[src/rtl/seq_divider_64_pkg.sv]
// Shared types and constants for the iterative 64-bit restoring divider.
// DIV_SIGNED_EN adds the operand/result negation states to the state enum.
package div_pkg;
    localparam int DIV_W    = 64;
    localparam int DIV_ITER = 64;
    localparam int CNT_W    = $clog2(DIV_ITER);

    // Quotient reported for a zero divisor.
    localparam logic [DIV_W-1:0] DIV_ZERO_Q = '1;

`ifdef DIV_SIGNED_EN
    typedef enum logic [2:0] {
        ST_IDLE,
        ST_CALC,
        ST_DONE,
        ST_NEG_A,
        ST_NEG_B,
        ST_NEG_Q,
        ST_NEG_R
    } div_state_t;
`else
    typedef enum logic [1:0] {
        ST_IDLE,
        ST_CALC,
        ST_DONE
    } div_state_t;
`endif
endpackage

[src/rtl/seq_divider_64_subtractor.sv]
// Shared 64-bit subtractor: s = a - b, cout = 1 when no borrow occurs.
module Subtractor_64
    import div_pkg::*;
(
    input  logic [DIV_W-1:0] a,
    input  logic [DIV_W-1:0] b,
    output logic [DIV_W-1:0] s,
    output logic             cout
);
    logic [DIV_W-1:0] b_inv;

    for (genvar gi = 0; gi < DIV_W; gi++) begin : g_inv
        assign b_inv[gi] = ~b[gi];
    end

    assign {cout, s} = {1'b0, a} + {1'b0, b_inv} + {{DIV_W{1'b0}}, 1'b1};
endmodule

[src/rtl/seq_divider_64.sv]
// Iterative 64-bit restoring divider, one trial subtraction per cycle on a single
// shared subtractor. Define DIV_SIGNED_EN for two's-complement operands.
module seq_divider_64
    import div_pkg::*;
(
    input  logic             clk,
    input  logic             rst,
    input  logic             start,
    input  logic [DIV_W-1:0] dividend,
    input  logic [DIV_W-1:0] divisor,
    output logic             busy,
    output logic             done,
    output logic [DIV_W-1:0] quotient,
    output logic [DIV_W-1:0] remainder,
    output logic             div_by_zero
);
    div_state_t       state_reg;
    logic [DIV_W-1:0] r_reg;
    logic [DIV_W-1:0] q_reg;
    logic [DIV_W-1:0] d_reg;
    logic [CNT_W-1:0] cnt_reg;
`ifdef DIV_SIGNED_EN
    logic             sign_a_reg;
    logic             sign_b_reg;
`endif

    logic [DIV_W-1:0] shifted;
    logic [DIV_W-1:0] sub_a;
    logic [DIV_W-1:0] sub_b;
    logic [DIV_W-1:0] sub_s;
    logic             sub_cout;
    logic             trial_ok;
    logic [DIV_W-1:0] step_r;
    logic [DIV_W-1:0] step_q;

    assign shifted = {r_reg[DIV_W-2:0], q_reg[DIV_W-1]};

    // The CALC trial is the default pairing; negation states feed 0 - x instead.
    always_comb begin
        sub_a = shifted;
        sub_b = d_reg;
`ifdef DIV_SIGNED_EN
        case (state_reg)
            ST_NEG_A, ST_NEG_Q: begin sub_a = '0; sub_b = q_reg; end
            ST_NEG_B:           begin sub_a = '0; sub_b = d_reg; end
            ST_NEG_R:           begin sub_a = '0; sub_b = r_reg; end
            default: ;
        endcase
`endif
    end

    Subtractor_64 u_sub (
        .a    (sub_a),
        .b    (sub_b),
        .s    (sub_s),
        .cout (sub_cout)
    );

    // r_reg[63] is the 65th bit of the shifted value: when set, it always exceeds D.
    assign trial_ok = r_reg[DIV_W-1] | sub_cout;
    assign step_r   = trial_ok ? sub_s : shifted;
    assign step_q   = {q_reg[DIV_W-2:0], trial_ok};

    always_ff @(posedge clk) begin
        if (rst) begin
            state_reg   <= ST_IDLE;
            r_reg       <= '0;
            q_reg       <= '0;
            d_reg       <= '0;
            cnt_reg     <= '0;
            busy        <= 1'b0;
            done        <= 1'b0;
            quotient    <= '0;
            remainder   <= '0;
            div_by_zero <= 1'b0;
`ifdef DIV_SIGNED_EN
            sign_a_reg  <= 1'b0;
            sign_b_reg  <= 1'b0;
`endif
        end else begin
            case (state_reg)
                ST_IDLE: begin
                    if (start) begin
                        d_reg   <= divisor;
                        r_reg   <= '0;
                        q_reg   <= dividend;
                        cnt_reg <= '0;
                        if (divisor == '0) begin
                            state_reg   <= ST_DONE;
                            done        <= 1'b1;
                            quotient    <= DIV_ZERO_Q;
                            remainder   <= dividend;
                            div_by_zero <= 1'b1;
                        end else begin
                            busy <= 1'b1;
`ifdef DIV_SIGNED_EN
                            sign_a_reg <= dividend[DIV_W-1];
                            sign_b_reg <= divisor[DIV_W-1];
                            state_reg  <= ST_NEG_A;
`else
                            state_reg  <= ST_CALC;
`endif
                        end
                    end
                end
`ifdef DIV_SIGNED_EN
                ST_NEG_A: begin
                    if (sign_a_reg)
                        q_reg <= sub_s;
                    state_reg <= ST_NEG_B;
                end
                ST_NEG_B: begin
                    if (sign_b_reg)
                        d_reg <= sub_s;
                    state_reg <= ST_CALC;
                end
`endif
                ST_CALC: begin
                    r_reg   <= step_r;
                    q_reg   <= step_q;
                    cnt_reg <= cnt_reg + CNT_W'(1);
                    if (cnt_reg == CNT_W'(DIV_ITER - 1)) begin
`ifdef DIV_SIGNED_EN
                        state_reg <= ST_NEG_Q;
`else
                        state_reg   <= ST_DONE;
                        busy        <= 1'b0;
                        done        <= 1'b1;
                        quotient    <= step_q;
                        remainder   <= step_r;
                        div_by_zero <= 1'b0;
`endif
                    end
                end
`ifdef DIV_SIGNED_EN
                ST_NEG_Q: begin
                    if (sign_a_reg ^ sign_b_reg)
                        q_reg <= sub_s;
                    state_reg <= ST_NEG_R;
                end
                ST_NEG_R: begin
                    state_reg   <= ST_DONE;
                    busy        <= 1'b0;
                    done        <= 1'b1;
                    quotient    <= q_reg;
                    remainder   <= sign_a_reg ? sub_s : r_reg;
                    div_by_zero <= 1'b0;
                end
`endif
                ST_DONE: begin
                    done      <= 1'b0;
                    state_reg <= ST_IDLE;
                end
                default: state_reg <= ST_IDLE;
            endcase
        end
    end
endmodule

[config.mk]
export PLATFORM = sky130hd
export DESIGN_NAME = seq_divider_64
export DESIGN_NICKNAME = d
export VERILOG_FILES = /design/src/rtl/seq_divider_64_pkg.sv /design/src/rtl/seq_divider_64_subtractor.sv /design/src/rtl/seq_divider_64.sv
export SDC_FILE = /design/constraint.sdc
export NUM_CORES = 1
export LEC_CHECK = 0
export CORE_MARGIN = 2
export CORE_UTILIZATION = 50
export DETAILED_ROUTE_END_ITERATION = 7
export PLACE_DENSITY = 0.78
export RECOVER_POWER = 100
export SLEW_MARGIN = 20
export SYNTH_ARGS = -nofsm -noshare
export SYNTH_HDL_FRONTEND = slang
export SYNTH_SLANG_ARGS = --single-unit
[constraint.sdc]
create_clock -name clk -period 3.15 [get_ports clk]
set_clock_uncertainty 0.1 [all_clocks]
set_input_delay 0.4725 -clock clk [delete_from_list [all_inputs] [get_ports clk]]
set_output_delay 0.4725 -clock clk [all_outputs]
set_load 0.1 [all_outputs]
**Yosys cells after proc, flatten, opt, wreduce, memory -nomap -nowiden**

Cells that the tools add are included.

- Output and inout bits: 131
- Bits in registers: 331

- $add $sub $neg: 3
- Eq/ne operators: 7
- Multiplexer cells: 28
- Bitwise logic cells: 65
- Reductions and logical operators: 10

Operators with widths:

| kind | count |
|---|---|
| two-way mux 64 bit | 9 |
| case mux 64 bit (2 select lines) | 4 |
| adder 64 x 64 -> 65 bit | 1 |
| adder 65 x 1 -> 65 bit (second input constant) | 1 |
| logical NOT 64 bit | 1 |
| inverter 1 bit | 64 |
| case mux 6 bit (2 select lines) | 1 |
| AND reduction 4 bit | 3 |
| inequality test 2 bit (second input constant) | 4 |
| adder 6 x 1 -> 6 bit (second input constant) | 1 |
| equality test 6 bit (second input constant) | 1 |
| two-way mux 1 bit | 6 |
| two-way mux 2 bit | 3 |
| two-way mux 6 bit | 1 |
| AND reduction 2 bit | 3 |
| case mux 1 bit (2 select lines) | 2 |
| case mux 2 bit (2 select lines) | 1 |
| case mux 1 bit (3 select lines) | 1 |
| nonzero test 3 bit | 1 |
| equality test 2 x 1 -> 1 bit (second input constant) | 1 |
| equality test 2 bit (second input constant) | 1 |
| logical NOT 2 bit | 1 |
| nonzero test 2 bit | 1 |
| bitwise OR 1 bit | 1 |

**Depth between registers and ports, before layout**

- Depth in word-level cells: 7
- Depth in mapped cells: 16
- Gate-level depth less buffers: 13

**Modules after synthesis**

Synthesis repeated with hierarchy kept, for this count alone.

- Cell total of the unflattened synthesis: 2,457
- Area total of the unflattened synthesis: 18,971.9 sq um

Modules (own cells, without submodules):

| module | area each (sq um) | instances | cells an instance |
|---|---|---|---|
| seq_divider_64 | 14,780.4 | 1 | 1,823 |
| Subtractor_64 | 4,191.5 | 1 | 634 |

**Worst setup path after synthesis**

Ideal clock, no wire load.

- Path type: register to register
- Start point: register q_reg[63]
- End point: register remainder[38]
- Cell stages (with the launch flop): 15
- Library setup time: 103 ps
- Setup slack: -341 ps
- Required time: 2,947 ps
- Arrival time: 3,287 ps
- Cells stage by stage: dfxtp_1 -> inv_1 -> ha_1 -> fa_1 -> and2b_1 -> o2111ai_2 -> a31oi_1 -> o311a_1 -> nor2_1 -> o311a_4 -> or2_1 -> buf_6 -> nor4_2 -> a211oi_1 -> a2111oi_2

- Longest elaborated chain between the ends: 6

RTL lines:

| element | RTL line | RTL |
|---|---|---|
| start, declared | seq_divider_64.sv:19 | `logic [DIV_W-1:0] q_reg;` |
| start signal, assigned | seq_divider_64.sv:86 | `q_reg <= dividend;` |
| start signal, assigned | seq_divider_64.sv:120 | `q_reg <= step_q;` |
| adder 64 x 64 -> 65 bit (*) | seq_divider_64_subtractor.sv:16 | `assign {cout, s} = {1'b0, a} + {1'b0, b_inv} + {{DIV_W{1'b0}}, 1'b1};` |
| adder 65 x 1 -> 65 bit (*) | seq_divider_64_subtractor.sv:16 |  |
| bitwise OR 1 bit | seq_divider_64.sv:60 | `assign trial_ok = r_reg[DIV_W-1] \| sub_cout;` |
| two-way mux 64 bit (*) | seq_divider_64.sv:61 | `assign step_r = trial_ok ? sub_s : shifted;` |
| two-way mux 64 bit (*) | seq_divider_64.sv:122 | `if (cnt_reg == CNT_W'(DIV_ITER - 1)) begin` |
| case mux 64 bit (2 select lines) (*) | seq_divider_64.sv:81 | `case (state_reg)` |
| end signal, assigned | seq_divider_64.sv:92 | `remainder <= dividend;` |
| end signal, assigned | seq_divider_64.sv:130 | `remainder <= step_r;` |
| end, declared | seq_divider_64.sv:14 | `output logic [DIV_W-1:0] remainder,` |

Mark *: on every way between the ends. The rest lies on a longest branch, timed or not. The select of a mux whose other input is x is not followed.
A chain may end at the register's enable or synchronous reset.

**Worst setup path in the final report**

- Start point: register q_reg[63]
- End point: register remainder[13]

The elaborated chain is that of the path after synthesis.

==> impl_results.md <==
* Status: complete, but fails checks
* Failing checks: capacitance limit, slew limit, setup timing
* Total global-route track usage at 38.5%
* Yosys warns at 0
* Most common cell after layout, fill and taps aside: nand2_1
* Num rows at 69
* Final nets at 3081
* Critical Path Sink Type: flop
* Flop-to-flop setup slack at -470 ps
* Share of cells above drive strength 1 at 25.1%
* Post-route minimum period at 3620 ps
* Crit path launch type: flop
* DRT antenna net count at 0
* Fill cells at 2787
* RD Place Congestion at 0.997
* Area share of the largest cell type after synthesis at 37.2%
* Initial antenna violation count at 7
* Vias in the first global route at 18920
* # IOs at 262
* Final Slew Violations at 142
* Post-synth ARST share at 0%
* Post-DP HPWL at 54600 um
* Pin count of the biggest net entering global routing at 142
* Syn Area/Cell at 7.67 um2
* Layout area overhead at 45.1%
* Max cap viols at 1
* Worst reg2reg endpoint: remainder[13]
* CTS tree: yes
* Distinct cells, synth at 70
* First-pass GRT wire length at 109000 um
* Pwr/cell area at 1110 nW/um2
* Core area at 35300 um2
* Final hold viol count at 0
* Via count at 20289
* Largest area contributor in the netlist: dfxtp_1
* Top FF cell, synth: dfxtp_1
* Worst hold slack at 272 ps
* Max-slew headroom at -6.46%
* DRT Pass-1 Iters at 7
* Total power at 28.6 mW
* Worst Tran Pin Value at 1600 ps
* Crit path DAT at 3930 ps
* Fin crit share at 115%
* Depth of the worst register-to-register path at 15
* I/O Buffers at 261
* Commonest cells after routing, fill and taps aside: 369 x nand2_1, 362 x buf_4, 326 x dfxtp_1, 243 x a21oi_1, 169 x nor2_1
* Initial drt markers at 1939
* Total CTS buffers at 36
* Post-route setup slack at -474 ps
* Crit-path leading delay family: compound AO/OA/AOI/OAI gates
* Post-Syn Instances at 2322
* Crit Path Max Fanout at 13
* Latest clock arrival within the worst-skew pair at 540 ps
* WL/cell at 22.3 um
* Die Height at 193 um
* CP Buf/Inv Count at 3
* Reg2reg start: q_reg[63]
* Crit path kind: flop to flop
* Hold endpoint: d_reg[2]
* Post-synthesis sequential area ratio at 37.2%
* Fmax achieved at 276 MHz
* CP peak stage delay at 390 ps
* Hold Path Origin: rst
* Post-synth EDFFs at 0
* Critical Path RT at 3450 ps
* Crit-path slowest cell: fa_2
* Synthesized net count at 2522
* Width of the chip at 193 um
* Clock sinks at 331
* DRC violations left at 0
* Grt total ovfl at 0
* Final WL at 75300 um
* Leak at 10.3 nW
* Reg clk slew, reported paths at 70 ps
* CP cell instances: inv_2 -> ha_4 -> fa_2 -> and2b_1 -> o2111ai_2 -> a31oi_2 -> o311a_1 -> nor2_2 -> o311a_4 -> nor2_4 -> buf_12 -> mux2i_1 -> buf_4 -> nand2b_1 -> a311oi_2
* Unrepaired setup endpoints after global routing: yes
* Routed vias/inst at 6.02
* Die Area at 37100 um2
* Hold depth at 2
* Worst min path class: primary input to flop
* CTS Buffer Depth at 3
* Ranking of synthesized cells by area: dfxtp_1 37%, nand2_1 8.1%, a21oi_1 7.9%, o21ai_0 4.8%, ha_1 4.8%
* Mapped Area at 17800 um2
* Peak VDD IR at 0.966 mV
* Final setup violation count at 163
* Htree depth at 2
* Initial Util at 50.4%
* Root Buffer: clkbuf_16
* #FFs+latches synth at 331
==> repair_timing <==
action / in CTS / in global routing
cloned: 4 / 0
resized for setup: 215 / 164
hold buffers: 0 / 0
buffers inserted: 29 / 16
pin swaps: 62 / 62
endpoints found under the setup margin: 130 / 143
==> per-layer routing <==
| layer | GRT usage (%) | routed length, um |
|---|---|---|
| met5 | 0 | 39 |
| met4 | 22.7 | 5330 |
| met3 | 6.75 | 7720 |
| met2 | 59.8 | 32500 |
| met1 | 50.1 | 29700 |
==> worst max path at each step <==
stage / startpoint / end / slack [ps] / cells past startpoint
6_report: q_reg[63] / remainder[13] / -470 / 15
4_1_cts: q_reg[63] / remainder[38] / -350 / 15
3_3_place_gp: divisor[63] / remainder[62] / -560 / 12
5_1_grt: q_reg[63] / remainder[13] / -530 / 15
2_1_floorplan: q_reg[63] / r_reg[8] / -80 / 14
3_5_place_dp: divisor[0] / remainder[62] / -530 / 12
==> power by group <==
| group | internal (mW) | leakage (nW) | switching (mW) |
|---|---|---|---|
| sequential | 5.30 | 2.71 | 0.834 |
| combinational | 6.08 | 7.05 | 12.1 |
| clock | 2.43 | 0.583 | 1.84 |
==> cells in the mapped netlist, drive strengths merged, types with 14 or more instances <==
cell type and n:
a211oi 63, a21o 29, a21oi 280, a311oi 38
a31oi 31, buf 32, clkbuf 144, dfxtp 331
ha 68, inv 97, mux2i 71, nand2 383
nand2b 25, nand3 31, nand4 29, nor2 176
nor2b 14, nor3 30, nor4 21, o21a 14
o21ai 176, or3 28, xnor2 30, xor2 22
==> cell families (layout without fill, tap and decap cells) <==
kind of cell,after synthesis,after routing,share of synthesized area (%)
and+or+nand+nor,775,775,19.2
muxes,76,76,4.31
buffers and inverters,273,857,6.02
other,0,2,0
adders and majority gates,69,69,4.89
AOI/OAI and AO/OA,746,746,25.8
DFF,331,331,37.2
xor gates and xnor gates,52,52,2.56
==> metrics by stage <==
stage | utilization, % | setup slack [ps] | std cells | setup TNS (ps) | cell area (um2)
after floorplan | - | -84.8 | 2322 | -506 | 17900
after global placement | 65.7 | -556 | 3262 | -55540 | 23200
after detailed placement | 65.7 | -533 | 3262 | -63090 | 23200
after CTS | 72.5 | -349 | 3357 | -25820 | 25600
after global routing | 73.2 | -533 | 3367 | -52800 | 25800
final | 73.2 | -474 | 3369 | -37190 | 25800
==> final cells by class <==
type	instances	area, um2	share of cell area [%]
clock buffers	45	995	3.85
well taps	461	577	2.23
repair buffers	697	5500	21.3
flip-flops and latches	331	6630	25.7
clock inverters	18	173	0.668
inverters	97	365	1.41
diodes	2	5.00	0.0194
multi-input cells	1718	11600	44.8
Power figures use the tool's default switching activity.
